$ cat src/rtl/bram_port_arbiter.sv
// Two-requester round-robin arbiter for a single-port BRAM, with bounded
// burst locking and per-requester read-return strobes.
module bram_port_arbiter #(
   parameter int AW        = 9,
   parameter int DW        = 32,
   parameter int RD_LAT    = 1,
   parameter int MAX_BURST = 8
) (
   input  logic            clk,
   input  logic            reset,
   input  logic            r0_req,
   input  logic            r0_we,
   input  logic            r0_lock,
   input  logic [AW-1:0]   r0_addr,
   input  logic [DW-1:0]   r0_wdata,
   output logic            r0_gnt,
   output logic            r0_rvalid,
   input  logic            r1_req,
   input  logic            r1_we,
   input  logic            r1_lock,
   input  logic [AW-1:0]   r1_addr,
   input  logic [DW-1:0]   r1_wdata,
   output logic            r1_gnt,
   output logic            r1_rvalid,
   output logic [DW-1:0]   rdata,
   output logic            bram_en,
   output logic [DW/8-1:0] bram_we,
   output logic [AW-1:0]   bram_addr,
   output logic [DW-1:0]   bram_di,
   input  logic [DW-1:0]   bram_do
);

   localparam logic [7:0] MAX_B = 8'(MAX_BURST);

   logic              ptr;
   logic              lk_vld;
   logic              lk_id;
   logic [7:0]        burst_cnt;
   logic              gnt_any;
   logic              gnt_id;
   logic              sel_we;
   logic              sel_lock;
   logic              other_req;
   logic [AW-1:0]     sel_addr;
   logic [DW-1:0]     sel_wdata;
   logic [AW-1:0]     addr_hold;
   logic [DW-1:0]     di_hold;
   logic [RD_LAT-1:0] vld_p;
   logic [RD_LAT-1:0] rid_p;

   // Arbitration: the owner's lock is ignored once it has used up its burst
   always_comb begin
      gnt_any = r0_req | r1_req;
      gnt_id  = r1_req;
      if (r0_req && r1_req) begin
         if (lk_vld)
            gnt_id = (burst_cnt >= MAX_B) ? ~lk_id : lk_id;
         else
            gnt_id = ptr;
      end
   end

   always_comb begin
      sel_we    = gnt_id ? r1_we    : r0_we;
      sel_lock  = gnt_id ? r1_lock  : r0_lock;
      sel_addr  = gnt_id ? r1_addr  : r0_addr;
      sel_wdata = gnt_id ? r1_wdata : r0_wdata;
      other_req = gnt_id ? r0_req   : r1_req;
   end

   assign r0_gnt    = gnt_any & ~gnt_id;
   assign r1_gnt    = gnt_any &  gnt_id;
   assign bram_en   = gnt_any;
   assign bram_we   = {(DW/8){gnt_any & sel_we}};
   assign bram_addr = gnt_any ? sel_addr  : addr_hold;
   assign bram_di   = gnt_any ? sel_wdata : di_hold;

   // Stage p0 -> p1: arbitration state and read-return pipeline
   always_ff @(posedge clk or negedge reset) begin
      if (!reset) begin
         ptr       <= 1'b0;
         lk_vld    <= 1'b0;
         lk_id     <= 1'b0;
         burst_cnt <= 8'd0;
         vld_p     <= '0;
         rid_p     <= '0;
      end else begin
         if (gnt_any) begin
            ptr <= ~gnt_id;
            if (sel_lock) begin
               lk_vld    <= 1'b1;
               lk_id     <= gnt_id;
               burst_cnt <= ((lk_vld && (lk_id == gnt_id)) ? burst_cnt : 8'd0)
                            + {7'd0, other_req};
            end else begin
               lk_vld    <= 1'b0;
               burst_cnt <= 8'd0;
            end
         end else begin
            lk_vld    <= 1'b0;
            burst_cnt <= 8'd0;
         end
         vld_p[0] <= gnt_any & ~sel_we;
         rid_p[0] <= gnt_id;
         for (int i = 1; i < RD_LAT; i++) begin
            vld_p[i] <= vld_p[i-1];
            rid_p[i] <= rid_p[i-1];
         end
      end
   end

   always_ff @(posedge clk) begin
      if (gnt_any) begin
         addr_hold <= sel_addr;
         di_hold   <= sel_wdata;
      end
   end

   // Stage p(RD_LAT): BRAM output lines up with the tail of the pipeline
   assign r0_rvalid = vld_p[RD_LAT-1] & ~rid_p[RD_LAT-1];
   assign r1_rvalid = vld_p[RD_LAT-1] &  rid_p[RD_LAT-1];
   assign rdata     = bram_do;

endmodule

$ cat config.mk
export PLATFORM = sky130hd
export DESIGN_NAME = bram_port_arbiter
export DESIGN_NICKNAME = d
export VERILOG_FILES = /design/src/rtl/bram_port_arbiter.sv
export SDC_FILE = /design/constraint.sdc
export NUM_CORES = 1
export LEC_CHECK = 0
export BUFFER_PORTS_ARGS = -buffer_cell sky130_fd_sc_hd__clkbuf_2
export CORE_UTILIZATION = 40
export CTS_BUF_LIST = sky130_fd_sc_hd__clkbuf_16
export DETAILED_ROUTE_END_ITERATION = 16
export GPL_TIMING_DRIVEN = 0
export HOLD_SLACK_MARGIN = 0.03
export PLACE_DENSITY = 0.83
export SLEW_MARGIN = 0
export SYNTH_ARGS = -nofsm -noshare
export SYNTH_HDL_FRONTEND = slang
export SYNTH_SLANG_ARGS = --single-unit
$ cat constraint.sdc
create_clock -name clk -period 3.7 [get_ports clk]
set_input_delay 0.555 -clock clk [delete_from_list [all_inputs] [get_ports clk]]
set_output_delay 0.555 -clock clk [all_outputs]
set_load 0.02 [all_outputs]
==> results of run 1 <==
[sequential cells by signal, indices dropped and copies added, names as in the netlist]
register / cells
di_hold: 32
rid_p: 1
vld_p: 1
addr_hold: 9
lk_id: 1
ptr: 1
burst_cnt: 8
lk_vld: 1
[synth_stat cells (2+ instances only)]
master     n
or4_4      2
a211oi_1   6
and2_1    44
nand4_1    2
and3_1     3
a21boi_0   2
o21ai_0    2
a31oi_1    2
xnor2_1    2
inv_1      8
nor2_1     7
a221o_1   41
buf_4     35
clkbuf_1   6
xor2_1     3
dfrtp_1   13
nand3_1    3
buf_2      4
buf_6      5
a22o_1     2
dfxtp_1   41
nand2_1    4
ha_1       2
[layout make-up]
type,count,area (um2)
timing repair buffer,171,855.8
clock buffer,5,125.1
tap,75,93.84
fill,525,2404
clock inverter,3,16.27
multi-input combinational,139,1064
buffer,50,361.6
inverter,8,30.03
sequential,54,1146
[timing repair]
action / in CTS / in global routing
buffers inserted: 0 / 0
resized for setup: 0 / 1
endpoints found under the setup margin: 0 / 3
[stage by stage]
stage,instances,cell area (um2),util
after CTS,505,3686,0.6047
after global placement,497,3545,0.5815
after detailed placement,497,3545,0.5815
after floorplan,251,2595,-
after global routing,505,3692,0.6057
final,505,3692,0.6057
[critical path: cells and delay by family, from the launching register on]
kind            cells  cell delay (ns)
simple gates        2             0.93
buf+inv             3             0.57
compound gates      2             0.64
flops               1             0.42
[metal layers]
metal / vias up / share of wire
met5: - / 0
met4: 0 / 0.015
met3: 7 / 0.080
met2: 135 / 0.50
met1: 1115 / 0.40
li1: 1243 / -
[cells by family (layout without fill, tap and decap cells)]
kind of cell,after synthesis,count (layout),share of synthesized area
buffers and inverters,58,237,0.1509
AND/OR/NAND/NOR,71,71,0.1639
flip-flops,54,54,0.4417
XOR/XNOR,5,5,0.01688
AO/OA/AOI/OAI,61,61,0.2170
adder cells (fa/ha/maj),2,2,0.009642
[power by group through the flow]
stage	clock network (W)	logic, W	registers [W]
final	0.000449	0.000494	0.000677
after global routing	0.000487	0.000539	0.000684
after CTS	0.000462	0.000499	0.000677
after detailed placement	0	0.000496	0.000690
after global placement	0	0.000489	0.000686
after floorplan	0	0.000325	0.000683
[how the worst max path moves through the flow]
stage	start	end	slack [ns]	cells past startpoint
detailed placement	burst_cnt[4]	bram_we[3]	0.42	7
finish	burst_cnt[4]	bram_we[2]	0.29	7
global route	burst_cnt[4]	bram_we[1]	0.16	7
floorplan	burst_cnt[4]	bram_we[1]	0.71	6
CTS	burst_cnt[4]	bram_we[3]	0.10	7
global placement	burst_cnt[4]	bram_we[1]	0.44	7
==> results by group, run 1 <==
Power
  – Proportion of power drawn by the clock network: 0.277
  – Reported net switching power: around 0.00050 W
  – Leakage power: 1.926 nW
  – Share of power burned in combinational logic: 0.305
  – Sequential fraction of design power: 0.418
  – Switching share of power: 0.3092
  – Pint: about 0.0011 W
  – Cell Pwr Density: ~440 mW/mm2
  – Worst vdd ir: 0.2937 mV
  – Power Total: roughly 0.0016 W

Detailed routing
  – TritonRoute pass-1 iters: 4
  – DRC Markers: 0
  – Post-detailed-route via-to-cell ratio: 4.950
  – Average routed wire per standard cell: approximately 14 um
  – Vias after detailed routing: 2500
  – Final routed wirelength across all metal layers: between 6 and 7 mm
  – Number of DRC violations after detailed-routing iteration 0: 83
  – Antenna-violating nets left: 0

Yosys
  – Sequential cell area fraction in the yosys report: 0.4417
  – Fraction of synthesis flops using an asynchronous set or reset pin: 0.2407
  – Synthesized cell area: about 0.0026 mm2
  – Synthesized netlist cell count: about 250
  – Synth Flop Type: dfxtp_1
  – Net Count, Synth: approximately 380
  – Share of the synthesized area in the top cell type: 0.3163
  – Number of warning messages in the yosys log: 0
  – Number of unique standard cell types used by synthesis: 35
  – Area contributors post-synth: dfxtp_1 (32%), a221o_1 (16%), dfrtp_1 (13%), and2_1 (11%), buf_4 (10%)
  – Number of flops mapped to enable cells by yosys: 0
  – Most area-hungry cell type in the Yosys netlist: dfxtp_1
  – Register bit total from synthesis: 54
  – Mean instance size in the synthesized netlist: 10.34 um2

STA
  – Worst slew margin relative to its limit: 0.6621
  – Layout Skew: approximately 0.0075 ns
  – Timing-limited maximum frequency: around 300 MHz
  – Hold slack final: about 0.15 ns
  – Final Critical Period: roughly 3.4 ns
  – Slew at the pin closest to its max-slew limit: ~0.50 ns
  – Post-route clock period utilization: 0.9215
  – Pins over their slew limit: 0
  – Final-report hold violation count: 0
  – RSZ-0062 raised after global routing: no
  – Least setup slack across all paths after layout: roughly 0.29 ns
  – Accumulated negative setup slack: 0 ns
  – Final Setup Violations: 0

Global routing
  – Maximum number of pins on one net before global-route repair: 17
  – Initial antenna violation count: 0
  – Met2 track utilization from global routing: 0.3620
  – Met1 usage in global routing: 0.2197
  – Tot GR Track Use: 0.1986
  – First-pass GRT wire length: 10.02 mm
  – Gr ovfl total: 0
  – Top Usage Layer GRT: met2
  – Vias in the first global route: ~2300
  – Met3 usage in global routing: 0.04835

Place
  – Routability congestion estimate: roughly 0.76
  – Number of buffers added on ports: ~170
  – Place WS: about 0.42 ns
  – HPWL after detailed placement: roughly 5.5 mm

Status
  – Run status: complete, no violations

Worst setup path
  – Setup slack of the worst register-to-register path: 0.82 ns
  – Peak per-stage delay on the critical path: approximately 0.57 ns
  – Crit Path Category: flop to output port
  – Max FO, Critical Path: 10
  – R2R Path End: burst_cnt[6]
  – Capturing element type of the critical path: output port
  – Setup crit start kind: flop
  – Worst Reg-to-Reg Cells: 10
  – Required arrival time at the worst endpoint: roughly 3.1 ns
  – Launch instance of the worst register-to-register path: burst_cnt[4]
  – Slowest-stage cell, CP: or4_4
  – Data arrival, critical path: ~2.9 ns
  – Cells along the critical path: or4_4, or3_1, a31oi_2, buf_2, a22o_1, buf_4, clkbuf_2

Clock tree
  – Source-to-sink clock delay at the later pin of the worst-skew pair: 0.29 ns
  – Clock slew at reported path FFs: 0.07 ns
  – Hold_buf cts: 0
  – H-tree lvl count: 2
  – Number of buffers created by CTS: 5
  – Clock tree buffer depth: 2
  – Clock tree from TritonCTS: yes
  – CTS Root Cell: clkbuf_16
  – Num Clock Sinks: between 50 and 60

Run
  – Max capacitance violation total: 0

Layout
  – Number of inserted diodes: 0
  – Synth-to-Final Area Change: 42.29%
  – Commonest non-fill, non-tap cell in the layout: clkbuf_2
  – Layout cell share with drive strength beyond 1: 0.5256
  – Final #Nets: 553
  – Most frequent cells in the layout: clkbuf_2 (171), and2_1 (44), a221o_1 (41), dfxtp_1 (41), buf_4 (35)

Die
  – Vertical die dimension: 82.55 um
  – Ports placed on the boundary: roughly 200
  – Horizontal die dimension: about 83 um
  – Core Rows: 28
  – Overall die area: about 0.0068 mm2
  – Initial standard-cell utilization of the core: 0.4257
  – Core area: 0.006096 mm2

Hold path
  – Path type of the worst min-delay path: input pin to asynchronous set/reset pin
(Power assumes the default switching activity.)
==> run 2: changes to the inputs <==
Clock period 3.7 ns to 3.2 ns, I/O delays scaled along.
==> run 2 against run 1 <==
Effect of this change:
- the flow now finishes with violations (negative setup slack)
- wire length rose by 12%
- design area rose by 11%
- die area did not move
==> results by group, run 2 (same netlist as run 1, synthesis figures left out) <==
Global routing
  – Vias in the first global route: 2296
  – Initial antenna violation count: 0
  – First-pass GRT wire length: 10.15 mm
  – Tot GR Track Use: 0.2019
  – Gr ovfl total: 0
  – Maximum number of pins on one net before global-route repair: 17

Detailed routing
  – Final routed wirelength across all metal layers: 7.686 mm
  – TritonRoute pass-1 iters: 4
  – DRC Markers: 0
  – Vias after detailed routing: ~2600
  – Antenna-violating nets left: 0
  – Average routed wire per standard cell: 14.81 um
  – Number of DRC violations after detailed-routing iteration 0: 93
  – Post-detailed-route via-to-cell ratio: 5.023

Layout
  – Number of inserted diodes: 0
  – Layout cell share with drive strength beyond 1: 0.5450
  – Final #Nets: approximately 570
  – Largest registers ranked by flip-flop count: di_hold (32), addr_hold (9), burst_cnt (8)
  – Synth-to-Final Area Change: 58.44%
  – Post-layout instance count excluding filler cells: between 500 and 600
  – Flip-flop count of the largest register after layout: 32
  – Most frequent cells in the layout: clkbuf_2 (129), buf_4 (49), and2_1 (44)
  – Reg with most FFs: di_hold
  – Fill count: ~450
  – Final cell utilization of the core: 0.6745
  – Commonest non-fill, non-tap cell in the layout: clkbuf_2

Clock tree
  – Source-to-sink clock delay at the later pin of the worst-skew pair: between 0.2 and 0.3 ns
  – Clock tree buffer depth: 2
  – H-tree lvl count: 2
  – Num Clock Sinks: 54
  – Number of buffers created by CTS: 5
  – Clock tree from TritonCTS: yes
  – CTS Root Cell: clkbuf_16
  – Clock slew at reported path FFs: approximately 0.070 ns

STA
  – Final Critical Period: around 3.2 ns
  – Worst slew margin relative to its limit: 0.6675
  – Hold slack final: 0.07664 ns
  – Final Setup Violations: 6
  – Layout Skew: roughly 0.007 ns
  – RSZ-0062 raised after global routing: yes
  – Slew at the pin closest to its max-slew limit: just under 0.5 ns
  – Final-report hold violation count: 0
  – Pins over their slew limit: 0
  – Least setup slack across all paths after layout: -0.01069 ns
  – Timing-limited maximum frequency: between 300 and 400 MHz
  – Post-route clock period utilization: 1.003

Place
  – Place WS: -0.0004865 ns
  – Routability congestion estimate: 0.7636
  – Total placed cells including tap cells: roughly 500
  – HPWL after detailed placement: ~5.5 mm
  – Number of buffers added on ports: 171

Die
  – Core area: ~0.0061 mm2
  – Vertical die dimension: between 80 and 90 um
  – Core Rows: 28
  – Initial standard-cell utilization of the core: 0.4257
  – Overall die area: approximately 0.0068 mm2
  – Ports placed on the boundary: 204
  – Horizontal die dimension: between 80 and 90 um

Power
  – Worst vdd ir: 0.3701 mV
  – Cell Pwr Density: roughly 490 mW/mm2
  – Leakage power: between 2 and 2.5 nW

Worst setup path
  – Slowest-stage cell, CP: or4_4
  – Library cell appearing most often on the critical path: or4_4
  – Crit Path Category: flop to output port
  – Data arrival, critical path: ~2.7 ns
  – Setup crit start kind: flop
  – Cells along the critical path: or4_4, or4_4, and3_4, buf_12, buf_8, a22o_4, buf_4, clkbuf_2
  – Capturing element type of the critical path: output port
  – Peak per-stage delay on the critical path: 0.54 ns
  – Setup slack of the worst register-to-register path: about 0.38 ns
  – Launch instance of the worst register-to-register path: burst_cnt[4]
  – R2R Path End: burst_cnt[6]
  – Max FO, Critical Path: 9
  – Worst Reg-to-Reg Cells: 10
  – Required arrival time at the worst endpoint: around 2.7 ns

Run
  – Max capacitance violation total: 0

Status
  – Violated checks: negative setup slack
  – Run status: complete, but fails checks

Hold path
  – Path type of the worst min-delay path: input pin to asynchronous set/reset pin
[run 2: cell count changes in the layout (fill, tap and decap cells not counted)]
cell      delta
clkbuf_2    -42
o21ai_0      -1
o21ai_1      +1
and3_4       +1
clkbuf_8     +5
buf_6       +34
buf_4       +14
a22o_4       +1
buf_12       +1
buf_8        +2
a31oi_4      +1
a31oi_2      -1
and3_1       -1
a22o_1       -1
[run 2: how the worst max path moves through the flow]
stage,from,to,slack (ns),cells past startpoint
6_report,burst_cnt[4],bram_we[3],-0.01,8
5_1_grt,burst_cnt[7],bram_di[11],-0.07,7
4_1_cts,burst_cnt[4],bram_di[21],-0.001,7
3_5_place_dp,burst_cnt[4],bram_we[3],-0.0005,7
3_3_place_gp,burst_cnt[4],bram_we[1],0.01,7
2_1_floorplan,burst_cnt[4],bram_we[1],0.29,6
[run 2: layout make-up]
| type | count | area (um2) | area share |
|---|---|---|---|
| sequential | 54 | 1146 | 0.2788 |
| buffer | 50 | 381.6 | 0.09282 |
| multi-input combinational | 139 | 1086 | 0.2642 |
| tap | 75 | 93.84 | 0.02282 |
| clock inverter | 3 | 16.27 | 0.003956 |
| clock buffer | 5 | 125.1 | 0.03043 |
| timing repair buffer | 185 | 1232 | 0.2998 |
| inverter | 8 | 30.03 | 0.007304 |
[run 2: worst max-delay path, delay by kind of cell, from the launching register on]
family	cells	cell delay (ns)
flops	1	0.39
buf+inv	4	0.54
simple gates	3	1.25
compound gates	1	0.26
[run 2: metrics by stage]
step | setup TNS, ns | power (W) | instance area (um2)
3_5_place_dp | -0.0004865 | 0.001371 | 3545
2_1_floorplan | 0 | 0.001165 | 2595
4_1_cts | -0.001129 | 0.001916 | 3779
5_1_grt | -1.778 | 0.002123 | 4111
6_report | -0.03974 | 0.002020 | 4111
3_3_place_gp | 0 | 0.001358 | 3545
[run 2: timing repair]
item | 4_1_cts | 5_1_grt
setup endpoints to repair | 43 | 41
cloned | 0 | 0
resized for setup | 13 | 118
hold buffers | 0 | 0
pin swaps | 8 | 36
buffers inserted | 3 | 11
[run 2: report_power, final]
group	internal (W)	switching [W]
Combinational	0.000366	0.000355
Sequential	0.000760	0.0000234
Clock	0.000286	0.000231
Total	0.00141	0.000609
[run 2: per-layer routing]
layer	vias up	part of all wire	wire length [um]	track usage
met5	-	0	0	0
met4	0	0.010	79	0.07759
met3	4	0.071	545	0.04835
met2	132	0.53	4070	0.3719
met1	1202	0.39	2991	0.2224
li1	1269	-	-	-
